[config.mk]
export PLATFORM = sky130hd
export DESIGN_NAME = multi_pwm
export DESIGN_NICKNAME = d
export VERILOG_FILES = /design/src/rtl/multi_pwm_pkg.sv /design/src/rtl/pwm_channel.sv /design/src/rtl/multi_pwm.sv
export SDC_FILE = /design/constraint.sdc
export NUM_CORES = 1
export LEC_CHECK = 0
export ABC_AREA = 1
export CAP_MARGIN = 20
export CORE_ASPECT_RATIO = 0.8
export CORE_MARGIN = 4
export CORE_UTILIZATION = 30
export DETAILED_ROUTE_END_ITERATION = 10
export PLACE_DENSITY = 0.51
export SKIP_CTS_REPAIR_TIMING = 1
export SYNTH_ARGS = -nofsm -noshare
export SYNTH_HDL_FRONTEND = slang
export SYNTH_HIERARCHICAL = 1
export SYNTH_SLANG_ARGS = --single-unit
[constraint.sdc]
create_clock -name clk -period 3.2 [get_ports clk]
set_input_delay 0.64 -clock clk [delete_from_list [all_inputs] [get_ports clk]]
set_output_delay 0.64 -clock clk [all_outputs]
set_load 0.01 [all_outputs]
[src/rtl/multi_pwm_pkg.sv]
// Shared constants, FSM state type and the duty slew helper for the multi-channel PWM.
package multi_pwm_pkg;

    localparam int NUM_CH_DEF   = 4;
    localparam int CNT_BITS_DEF = 7;

    typedef enum logic {
        IDLE = 1'b0,
        RUN  = 1'b1
    } state_e;

    // Signed distance is taken in full int width, so act +/- step never leaves the duty range.
    function automatic int slew_step(input int shadow, input int act, input int step);
        int diff;
        diff = shadow - act;
        if (step <= 0) begin
            return shadow;
        end
        if (diff > step) begin
            return act + step;
        end
        if (diff < -step) begin
            return act - step;
        end
        return shadow;
    endfunction

endpackage

[src/rtl/pwm_channel.sv]
// One PWM channel: shadow/active duty pair with slew-limited boundary load and a registered compare.
module pwm_channel
    import multi_pwm_pkg::*;
#(
    parameter int CNT_BITS = CNT_BITS_DEF,
    parameter int STEP_MAX = 0
) (
    input  logic                clk,
    input  logic                reset,
    input  logic [CNT_BITS-1:0] cnt_next_i,
    input  logic                load_i,
    input  logic                run_next_i,
    input  logic                wr_i,
    input  logic [CNT_BITS-1:0] din_i,
    output logic                pwm_o,
    output logic [CNT_BITS-1:0] act_o
);

    logic [CNT_BITS-1:0] shadow_q, shadow_d;
    logic [CNT_BITS-1:0] act_q, act_d;
    logic                pwm_q, pwm_d;

    // The load reads shadow_d so a write on the boundary edge takes effect immediately.
    always_comb begin
        shadow_d = wr_i ? din_i : shadow_q;
        act_d    = act_q;
        if (!run_next_i) begin
            act_d = '0;
        end else if (load_i) begin
            act_d = CNT_BITS'(slew_step(int'(shadow_d), int'(act_q), STEP_MAX));
        end
        pwm_d = run_next_i && (cnt_next_i < act_d);
    end

    always_ff @(posedge clk or posedge reset) begin
        if (reset) begin
            shadow_q <= '0;
            act_q    <= '0;
            pwm_q    <= 1'b0;
        end else begin
            shadow_q <= shadow_d;
            act_q    <= act_d;
            pwm_q    <= pwm_d;
        end
    end

    assign pwm_o = pwm_q;
    assign act_o = act_q;

endmodule

[src/rtl/multi_pwm.sv]
// Multi-channel motor PWM: shared free-running period counter, arm/disarm FSM and period_start pulse.
module multi_pwm
    import multi_pwm_pkg::*;
#(
    parameter int NUM_CH   = NUM_CH_DEF,
    parameter int CNT_BITS = CNT_BITS_DEF,
    parameter int STEP_MAX = 0
) (
    input  logic                         clk,
    input  logic                         reset,
    input  logic                         arm,
    input  logic [NUM_CH-1:0]            duty_wr,
    input  logic [NUM_CH*CNT_BITS-1:0]   duty_in,
    output logic [NUM_CH-1:0]            pwm_out,
    output logic                         period_start,
    output logic [NUM_CH*CNT_BITS-1:0]   act_duty
);

    localparam logic [CNT_BITS-1:0] CNT_MAX = '1;
    localparam logic [CNT_BITS-1:0] CNT_ONE = CNT_BITS'(1);

    state_e              state_q, state_d;
    logic [CNT_BITS-1:0] cnt_q, cnt_d;
    logic                ps_q, ps_d;
    logic                load;
    logic                run_next;

    always_ff @(posedge clk or posedge reset) begin
        if (reset) begin
            state_q <= IDLE;
            cnt_q   <= '0;
            ps_q    <= 1'b0;
        end else begin
            state_q <= state_d;
            cnt_q   <= cnt_d;
            ps_q    <= ps_d;
        end
    end

    // Arming edge and counter wrap are both period boundaries; disarm clears everything at once.
    always_comb begin
        state_d = arm ? RUN : IDLE;
        cnt_d   = '0;
        load    = 1'b0;
        if (arm) begin
            if ((state_q == IDLE) || (cnt_q == CNT_MAX)) begin
                load = 1'b1;
            end else begin
                cnt_d = cnt_q + CNT_ONE;
            end
        end
        ps_d     = load;
        run_next = (state_d == RUN);
    end

    assign period_start = ps_q;

    for (genvar c = 0; c < NUM_CH; c++) begin : g_ch
        pwm_channel #(
            .CNT_BITS (CNT_BITS),
            .STEP_MAX (STEP_MAX)
        ) u_ch (
            .clk        (clk),
            .reset      (reset),
            .cnt_next_i (cnt_d),
            .load_i     (load),
            .run_next_i (run_next),
            .wr_i       (duty_wr[c]),
            .din_i      (duty_in[c*CNT_BITS +: CNT_BITS]),
            .pwm_o      (pwm_out[c]),
            .act_o      (act_duty[c*CNT_BITS +: CNT_BITS])
        );
    end

endmodule
==> impl_metrics.py, run 1 <==
metrics = {
    "worst_setup_path": {
        "r2r_cells": 12,
        "worst-setup-path-type": "reg -> reg",
        "rr_endpoint": "g_ch[1].u_ch/pwm_o$_DFF_PP0_",
        "ff2ff_setup_slack_ps": 550,
        "worstPathMaxFanout": 28,
        "start_kind": "flop",
        "cp_cell_sequence": "ha_1 > nand2_1 > nor2_2 > nand2_2 > a21boi_4 > buf_4 > inv_1 > o21ai_2 > ha_1 > a211oi_1 > nand3_1 > a21oi_2",
        "crit_required_ps": 3460,
        "slowest_delay_ps": 390,
        "rr_startpoint": "cnt_q[0]$_DFF_PP0_",
        "critPathSlowestCell": "dfrtp_1",
        "cp_data_arrival_time_ps": 2910,
        "crit_top_cell": "ha_1",
        "crit_path_end_kind": "flop",
    },
    "sta": {
        "slew_violations": 0,
        "slew_headroom_pct": 60.0,
        "rsz0062_at_grt": "no",
        "skew_ps": 2.90,
        "max_freq_ghz": 0.377,
        "min_period_ps": 2650,
        "finalSetupViolations": 0,
        "tightest_slew_ps": 600,
        "finalCritPeriodShare_pct": 82.9,
        "holdWs_ps": 492,
        "setup_tns_ps": 0,
        "hold_violations": 0,
    },
    "synth": {
        "synth_nets": 472,
        "synth_flop_cell": "dfrtp_1",
        "synth_enable_flop_cells": 0,
        "syn_area_mm2": 0.00364,
        "synth.yosys.warnings": 6,
        "yosysUniqueCellTypes": 24,
        "syn_avg_cell_area_um2": 8.85,
        "synthArstFlopShare_pct": 100,
        "netlist_instances": 412,
        "synth_seq_cells": 69,
        "ys_seq_area_share_pct": 47.4,
    },
    "global_route": {
        "grt.total_usage_pct": 12.6,
        "grt_pass1_vias": 2842,
        "grt_pass1_wl_mm": 14.1,
        "globalRoute.totalOverflow": 0,
        "antenna_found_initial": 0,
        "grt_start_max_net_pins": 29,
    },
    "pwr": {
        "peakVddDrop_v": 0.000229,
        "p_leak_nw": 2.46,
        "power_density_mw_per_mm2": 503,
        "total_power_w": 0.00240,
    },
    "hold_path": {
        "min_path_type": "reg -> reg",
        "hp-start": "g_ch[1].u_ch/shadow_q[1]$_DFF_PP0_",
        "holdPathEnd": "g_ch[1].u_ch/shadow_q[1]$_DFF_PP0_",
        "holdPathStages": 2,
    },
    "detailed_routing": {
        "antenna_left": 0,
        "drc": 0,
        "num_vias": 2778,
        "wl_met2_mm": 3.59,
        "highest_layer": "met4",
        "route.met3.wl_um": 396,
        "first_iter_violations": 155,
        "via_per_inst": 4.35,
        "wl_met1_mm": 4.05,
        "wl_per_cell_um": 12.7,
        "wirelength_mm": 8.13,
        "drt_pre_antenna_iters": 4,
    },
    "clock_network": {
        "cts_tree": "yes",
        "cts_made_buffers": 9,
        "clkTransAtPathRegs_ps": 50,
        "cts_sinks": 69,
        "htreeDepth": 3,
        "max-clock-path-buffers": 2,
        "cts_root_buf": "clkbuf_16",
        "clk_latency_ps": 330,
    },
    "final_layout": {
        "fin_area_mm2": 0.00477,
        "nNetsFinal": 545,
        "syn_to_final_growth_pct": 31.0,
        "antenna_cells_inserted": 0,
        "drive_above_1_share_pct": 16.3,
        "layout_commonest_cell": "nand2_1",
        "final_cells": 638,
        "final_cell_mix": "nand2_1, dfrtp_1, clkdlybuf4s50_1",
    },
    "floorplan": {
        "initial_core_util_pct": 31.2,
        "dieWidth_um": 131,
        "pin_count": 68,
        "dieArea_mm2": 0.0140,
        "std_cell_rows": 35,
        "core_mm2": 0.0117,
        "fp.dieH_um": 107,
    },
    "placed_design": {
        "placement.io_buffers": 67,
        "hpwl_mm": 6.44,
        "placed_cells": 622,
        "placed_area_mm2": 0.00445,
        "globalplace.congestion": 0.824,
    },
    "run": {
        "maxCapViolations": 0,
    },
    "outcome": {
        "status": "finished, final reports clean",
    },
}
## registers in the layout, indices dropped and copies added (netlist names)
signal              cells
cnt_q                   7
g_ch.u_ch/act_o        28
g_ch.u_ch/pwm_o         4
g_ch.u_ch/shadow_q     28
period_start            1
state_q                 1
## stage by stage
| step | util [%] | setup WS [ps] |
|---|---|---|
| finish | 40.8 | 549 |
| global route | 40.8 | 266 |
| CTS | 40.8 | 518 |
| detailed placement | 38.0 | 271 |
| global placement | 38.0 | 364 |
| floorplan | - | 784 |
## layout make-up
type / count / area, µm²
Fill cell: 1158 / 6920
Timing Repair Buffer: 70 / 693
Inverter: 60 / 255
Multi-Input combinational cell: 275 / 1590
Tap cell: 148 / 185
Clock buffer: 12 / 256
Clock inverter: 4 / 70.1
Sequential cell: 69 / 1730
## per-layer routing
| layer | GRT usage (%) | vias to the layer above |
|---|---|---|
| li1 | - | 1435 |
| met1 | 17.5 | 1282 |
| met2 | 18.6 | 53 |
| met3 | 4.08 | 8 |
| met4 | 3.97 | 0 |
| met5 | 0 | - |
## worst max-delay path: cells and delay by family (launching register included)
kind / cells / cell delay, ps
AO/OA/AOI/OAI: 4 / 710
adder cells (fa/ha/maj): 2 / 480
buffers and inverters: 2 / 550
flip-flops: 1 / 390
AND/OR/NAND/NOR: 4 / 420
## worst max-delay path by stage
stage / slack (ps) / cells past startpoint / endpoint / startpoint
2_1_floorplan: 780 / 12 / g_ch[3].u_ch/pwm_o$_DFF_PP0_ / cnt_q[0]$_DFF_PP0_
3_3_place_gp: 360 / 9 / g_ch[3].u_ch/pwm_o$_DFF_PP0_ / arm
3_5_place_dp: 270 / 9 / g_ch[3].u_ch/pwm_o$_DFF_PP0_ / arm
4_1_cts: 520 / 12 / g_ch[1].u_ch/pwm_o$_DFF_PP0_ / cnt_q[0]$_DFF_PP0_
5_1_grt: 270 / 12 / g_ch[0].u_ch/pwm_o$_DFF_PP0_ / cnt_q[0]$_DFF_PP0_
6_report: 550 / 12 / g_ch[1].u_ch/pwm_o$_DFF_PP0_ / cnt_q[0]$_DFF_PP0_
## synth_stat cells, types with 5 or more instances
cell / count / area (µm²)
nand3_2: 5 / 50.1
nor2_1: 58 / 218
a21oi_1: 5 / 25.0
nor2_2: 12 / 75.1
o21ai_2: 24 / 210
dfrtp_1: 69 / 1730
inv_1: 55 / 206
nand2_1: 109 / 409
nand2_2: 5 / 31.3
nand3_1: 13 / 65.1
ha_1: 25 / 313
buf_6: 7 / 78.8
## logic make-up after synthesis
group | synth area share [%]
AOI/OAI and AO/OA | 8.65
and+or+nand+nor | 25.3
buffers and inverters | 9.37
xor gates and xnor gates | 0.721
adders and majority gates | 8.58
DFF | 47.4
## power breakdown
part / leakage [nW] / total, W / internal (W) / switching [W]
sequential: 0.885 / 0.000966 / 0.000936 / 0.0000305
combinational: 1.41 / 0.000363 / 0.000162 / 0.000202
clock: 0.163 / 0.00107 / 0.000722 / 0.000352
No activity file was read; power rests on OpenSTA's default activity.
==> run 2, diff against run 1 <==
==> constraint.sdc (replaced) <==
create_clock -name clk -period 2.46 [get_ports clk]
set_input_delay 0.492 -clock clk [delete_from_list [all_inputs] [get_ports clk]]
set_output_delay 0.492 -clock clk [all_outputs]
set_load 0.01 [all_outputs]
==> impl_metrics.py, run 2 (synthesized netlist as in run 1, its figures left out) <==
metrics = {
    "placed_design": {
        "placed_cells": 632,
        "placement.io_buffers": 67,
        "placed_area_mm2": 0.00454,
        "hpwl_mm": 6.27,
        "globalplace.congestion": 0.776,
    },
    "sta": {
        "slew_violations": 0,
        "min_period_ps": 2430,
        "finalSetupViolations": 0,
        "max_freq_ghz": 0.412,
        "tightest_slew_ps": 602,
        "finalCritPeriodShare_pct": 98.7,
        "rsz0062_at_grt": "yes",
        "skew_ps": 4.70,
        "slew_headroom_pct": 59.8,
        "hold_violations": 0,
    },
    "global_route": {
        "grt_pass1_wl_mm": 14.0,
        "globalRoute.totalOverflow": 0,
        "antenna_found_initial": 0,
        "grt_start_max_net_pins": 25,
        "grt.total_usage_pct": 12.5,
        "grt_pass1_vias": 2866,
    },
    "pwr": {
        "p_leak_nw": 2.66,
        "peakVddDrop_v": 0.000368,
        "swShare_pct": 25.2,
        "combPwrFrac_pct": 18.4,
        "power_density_mw_per_mm2": 583,
        "p_seq_share_pct": 40.5,
        "pwr-share-clk_pct": 41.1,
        "switchingPower_w": 0.000782,
        "p_int_w": 0.00233,
    },
    "worst_setup_path": {
        "slowest_delay_ps": 410,
        "crit_path_end_kind": "flop",
        "critPathSlowestCell": "dfrtp_1",
        "crit_required_ps": 2720,
        "worst-setup-path-type": "reg -> reg",
        "crit_top_cell": "nand2_2",
        "r2r_cells": 17,
        "crit_buf_inv": 4,
        "cp_cell_sequence": "ha_4 > nand2_2 > nor2_2 > nand2_2 > a21boi_4 > buf_6 > clkbuf_16 > buf_8 > nor2_4 > nor2_2 > o21ai_2 > ha_1 > nand2_2 > inv_2 > nand3_2 > nand3_2 > a21oi_2",
        "rr_endpoint": "g_ch[3].u_ch/pwm_o$_DFF_PP0_",
        "crit_end": "g_ch[3].u_ch/pwm_o$_DFF_PP0_",
        "ff2ff_setup_slack_ps": 30,
        "crit_family": "simple AND/OR/NAND/NOR gates",
        "critPathLaunch": "cnt_q[0]$_DFF_PP0_",
        "critical_path_depth": 17,
        "cp_data_arrival_time_ps": 2690,
        "rr_startpoint": "cnt_q[0]$_DFF_PP0_",
        "worstPathMaxFanout": 6,
        "start_kind": "flop",
    },
    "floorplan": {
        "dieWidth_um": 131,
        "pin_count": 68,
        "std_cell_rows": 35,
        "fp.dieH_um": 107,
        "core_mm2": 0.0117,
        "initial_core_util_pct": 31.2,
        "dieArea_mm2": 0.0140,
    },
    "outcome": {
        "status": "finished, final reports clean",
    },
    "detailed_routing": {
        "first_iter_violations": 126,
        "drt_pre_antenna_iters": 4,
        "wl_per_cell_um": 13.5,
        "antenna_left": 0,
        "wirelength_mm": 9.09,
        "via_per_inst": 4.33,
        "num_vias": 2920,
        "drc": 0,
    },
    "clock_network": {
        "cts_root_buf": "clkbuf_16",
        "clkTransAtPathRegs_ps": 50,
        "cts_tree": "yes",
        "cts_made_buffers": 9,
        "htreeDepth": 3,
        "clk_latency_ps": 330,
        "cts_sinks": 69,
        "max-clock-path-buffers": 2,
    },
    "final_layout": {
        "drive_above_1_share_pct": 27.6,
        "fin_area_mm2": 0.00533,
        "antenna_cells_inserted": 0,
        "final_cells": 674,
        "final_cell_mix": "nand2_1, dfrtp_1, clkdlybuf4s50_1",
        "nNetsFinal": 582,
        "syn_to_final_growth_pct": 46.3,
        "layout_commonest_cell": "nand2_1",
    },
    "run": {
        "maxCapViolations": 0,
    },
    "hold_path": {
        "min_path_type": "reg -> reg",
    },
}
## run 2: worst min-delay path by stage
stage / from / to / slack [ps] / cells after the start
2_1_floorplan: reset / cnt_q[0]$_DFF_PP0_ / 320 / 1
3_3_place_gp: g_ch[1].u_ch/shadow_q[5]$_DFF_PP0_ / g_ch[1].u_ch/shadow_q[5]$_DFF_PP0_ / 480 / 2
3_5_place_dp: g_ch[3].u_ch/shadow_q[3]$_DFF_PP0_ / g_ch[3].u_ch/shadow_q[3]$_DFF_PP0_ / 480 / 2
4_1_cts: g_ch[3].u_ch/shadow_q[3]$_DFF_PP0_ / g_ch[3].u_ch/shadow_q[3]$_DFF_PP0_ / 490 / 2
5_1_grt: g_ch[3].u_ch/shadow_q[3]$_DFF_PP0_ / g_ch[3].u_ch/shadow_q[3]$_DFF_PP0_ / 510 / 2
6_report: g_ch[2].u_ch/shadow_q[3]$_DFF_PP0_ / g_ch[2].u_ch/shadow_q[3]$_DFF_PP0_ / 490 / 2
## run 2: cell type report
class | instances | area, µm²
Fill cell | 1117 | 6360
Multi-Input combinational cell | 275 | 1790
Clock inverter | 1 | 30.0
Inverter | 60 | 270
Tap cell | 148 | 185
Timing Repair Buffer | 107 | 1060
Clock buffer | 14 | 264
Sequential cell | 69 | 1730
## run 2: per-layer routing
layer	vias up	global-route usage [%]	share of wire [%]
met3	10	4.60	5.8
met2	63	18.8	45
met5	-	0	0
li1	1506	-	-
met4	0	3.75	1.2
met1	1341	16.8	48
## run 2: stage by stage
stage | total power (W) | TNS, ps | setup slack [ps] | hold WS (ps) | util, %
global placement | 0.00176 | -213 | -62.6 | 482 | 38.8
finish | 0.00311 | 0 | 32.5 | 490 | 45.6
floorplan | 0.00155 | 0 | 44.2 | 320 | -
global route | 0.00326 | -307 | -85.5 | 513 | 45.6
CTS | 0.00307 | -16.8 | -16.8 | 492 | 41.3
detailed placement | 0.00177 | -496 | -159 | 480 | 38.8
## run 2: worst reg2reg max path: stages (launching register included)
cell       delay [ps]
dfrtp_1           410
ha_4              170
nand2_2            70
nor2_2            120
nand2_2            80
a21boi_4          250
buf_6             140
clkbuf_16         140
buf_8             120
nor2_4             30
nor2_2            100
o21ai_2            70
ha_1              300
nand2_2            80
inv_2              40
nand3_2            50
nand3_2            80
a21oi_2           100
## run 2: power groups by stage
stage	registers [W]	clock network (W)	logic, W
5_1_grt	0.00126	0.00136	0.000641
6_report	0.00126	0.00128	0.000573
2_1_floorplan	0.00129	0	0.000270
3_5_place_dp	0.00127	0	0.000492
3_3_place_gp	0.00128	0	0.000487
4_1_cts	0.00126	0.00132	0.000495
==> run 3, diff against run 2 <==
--- a/config.mk
+++ b/config.mk
@@ -6,12 +6,12 @@
 export NUM_CORES = 1
 export LEC_CHECK = 0
 export ABC_AREA = 1
-export CAP_MARGIN = 20
+export CAP_MARGIN = 10
 export CORE_ASPECT_RATIO = 0.8
 export CORE_MARGIN = 4
-export CORE_UTILIZATION = 30
+export CORE_UTILIZATION = 25
 export DETAILED_ROUTE_END_ITERATION = 10
-export PLACE_DENSITY = 0.51
+export PLACE_DENSITY = 0.44
 export SKIP_CTS_REPAIR_TIMING = 1
 export SYNTH_ARGS = -nofsm -noshare
 export SYNTH_HDL_FRONTEND = slang
==> impl_metrics.py, run 3 (synthesized netlist as in run 1, its figures left out) <==
metrics = {
    "global_route": {
        "met2_usage_pct": 17.8,
        "grt_pass1_vias": 2951,
        "grt_start_max_net_pins": 20,
        "gr-usage-met1_pct": 14.1,
        "grt_pass1_wl_mm": 14.2,
        "antenna_found_initial": 0,
        "top_usage_layer": "met2",
        "met3_usage_pct": 3.38,
        "globalRoute.totalOverflow": 0,
        "grt.total_usage_pct": 11.0,
    },
    "sta": {
        "finalSetupViolations": 0,
        "finalCritPeriodShare_pct": 97.5,
        "slew_headroom_pct": 60.3,
        "max_freq_ghz": 0.417,
        "min_period_ps": 2400,
        "skew_ps": 5.55,
        "rsz0062_at_grt": "yes",
        "slew_violations": 0,
        "tightest_slew_ps": 595,
        "setup_tns_ps": 0,
        "hold_violations": 0,
    },
    "floorplan": {
        "std_cell_rows": 39,
        "fp.dieH_um": 116,
        "dieWidth_um": 143,
        "pin_count": 68,
        "initial_core_util_pct": 25.5,
        "dieArea_mm2": 0.0166,
        "core_mm2": 0.0143,
    },
    "worst_setup_path": {
        "worstPathMaxFanout": 5,
        "worst-setup-path-type": "reg -> reg",
        "slowest_delay_ps": 390,
        "critPathSlowestCell": "dfrtp_1",
        "cp_cell_sequence": "ha_4 > nand2_4 > nor2_4 > nand2_2 > a21boi_4 > buf_12 > clkinvlp_4 > o21ai_2 > ha_1 > a211oi_2 > nand3_2 > a21oi_2",
        "crit_required_ps": 2720,
        "crit_path_end_kind": "flop",
        "ff2ff_setup_slack_ps": 60,
        "start_kind": "flop",
        "cp_data_arrival_time_ps": 2660,
    },
    "final_layout": {
        "antenna_cells_inserted": 0,
        "nNetsFinal": 586,
        "fin_util_pct": 37.5,
        "final_cell_mix": "nand2_1, dfrtp_1, clkdlybuf4s50_1",
        "layout_commonest_cell": "nand2_1",
        "final_cells": 715,
        "syn_to_final_growth_pct": 47.2,
        "drive_above_1_share_pct": 28.4,
    },
    "clock_network": {
        "cts_root_buf": "clkbuf_16",
        "clk_latency_ps": 330,
        "cts_tree": "yes",
        "htreeDepth": 3,
        "max-clock-path-buffers": 2,
        "clkTransAtPathRegs_ps": 60,
        "cts_made_buffers": 9,
        "cts_sinks": 69,
    },
    "pwr": {
        "switchingPower_w": 0.000810,
        "pwr-share-clk_pct": 43.8,
        "p_seq_share_pct": 38.9,
        "combPwrFrac_pct": 17.3,
        "swShare_pct": 25.1,
        "peakVddDrop_v": 0.000324,
        "p_int_w": 0.00242,
        "total_power_w": 0.00323,
        "power_density_mw_per_mm2": 603,
        "p_leak_nw": 2.70,
    },
    "placed_design": {
        "placed_cells": 672,
        "hpwl_mm": 6.76,
        "placement.io_buffers": 67,
        "globalplace.congestion": 0.790,
    },
    "detailed_routing": {
        "antenna_left": 0,
        "drc": 0,
        "drt_pre_antenna_iters": 4,
        "wirelength_mm": 9.26,
        "first_iter_violations": 110,
        "via_per_inst": 4.08,
        "num_vias": 2917,
        "wl_per_cell_um": 13.0,
    },
    "run": {
        "maxCapViolations": 0,
    },
    "outcome": {
        "status": "finished, final reports clean",
    },
    "hold_path": {
        "min_path_type": "reg -> reg",
    },
}
-- run 3: cell count changes in the layout (fill, tap and decap cells not counted), sizes merged --
cell    before  now
clkbuf      16   14
clkinv       0    2
bufinv       1    2
buf         38   42
-- run 3: worst paths after layout --
path,from,endpoint,depth (start not counted)
min,g_ch[1].u_ch/shadow_q[3]$_DFF_PP0_,g_ch[1].u_ch/shadow_q[3]$_DFF_PP0_,2
max in group asynchronous,reset,g_ch[3].u_ch/shadow_q[6]$_DFF_PP0_,2
max reg2reg,cnt_q[1]$_DFF_PP0_,g_ch[1].u_ch/pwm_o$_DFF_PP0_,12
max,cnt_q[1]$_DFF_PP0_,g_ch[1].u_ch/pwm_o$_DFF_PP0_,12
min reg2reg,g_ch[1].u_ch/shadow_q[3]$_DFF_PP0_,g_ch[1].u_ch/shadow_q[3]$_DFF_PP0_,2
min in group asynchronous,reset,cnt_q[1]$_DFF_PP0_,2
-- run 3: layout make-up --
cell class	count	area (µm²)
multi-input combinational	275	1740
inverter	60	270
clock inverter	4	70.1
timing repair buffer	111	1070
clock buffer	12	256
fill	1420	8930
sequential	69	1730
tap	184	230
-- run 3: power groups by stage --
| stage | clock [W] | sequential [W] | combinational, W |
|---|---|---|---|
| after global placement | 0 | 0.00128 | 0.000489 |
| after global routing | 0.00151 | 0.00127 | 0.000622 |
| final | 0.00142 | 0.00126 | 0.000558 |
| after detailed placement | 0 | 0.00128 | 0.000497 |
| after CTS | 0.00146 | 0.00126 | 0.000500 |
| after floorplan | 0 | 0.00129 | 0.000270 |
-- run 3: per-layer routing --
layer,vias to the layer above,share of wire [%]
li1,1505,-
met1,1345,47
met2,53,47
met3,14,4.5
met4,0,1.6
met5,-,0
-- run 3: metrics by stage --
step | setup WS (ps) | hold slack (ps) | cell area [µm²]
final | 61.4 | 494 | 5360
after global routing | -74.8 | 519 | 5360
after CTS | 4.42 | 497 | 4940
after detailed placement | -106 | 489 | 4610
after global placement | -46.4 | 488 | 4610
after floorplan | 44.2 | 320 | 3640
-- run 3: worst max-delay path: cells and delay by family (launching register included) --
| family | cells | cell delay [ps] |
|---|---|---|
| AND/OR/NAND/NOR | 4 | 360 |
| flip-flops | 1 | 390 |
| adder cells (fa/ha/maj) | 2 | 470 |
| AO/OA/AOI/OAI | 4 | 800 |
| buffers and inverters | 2 | 300 |
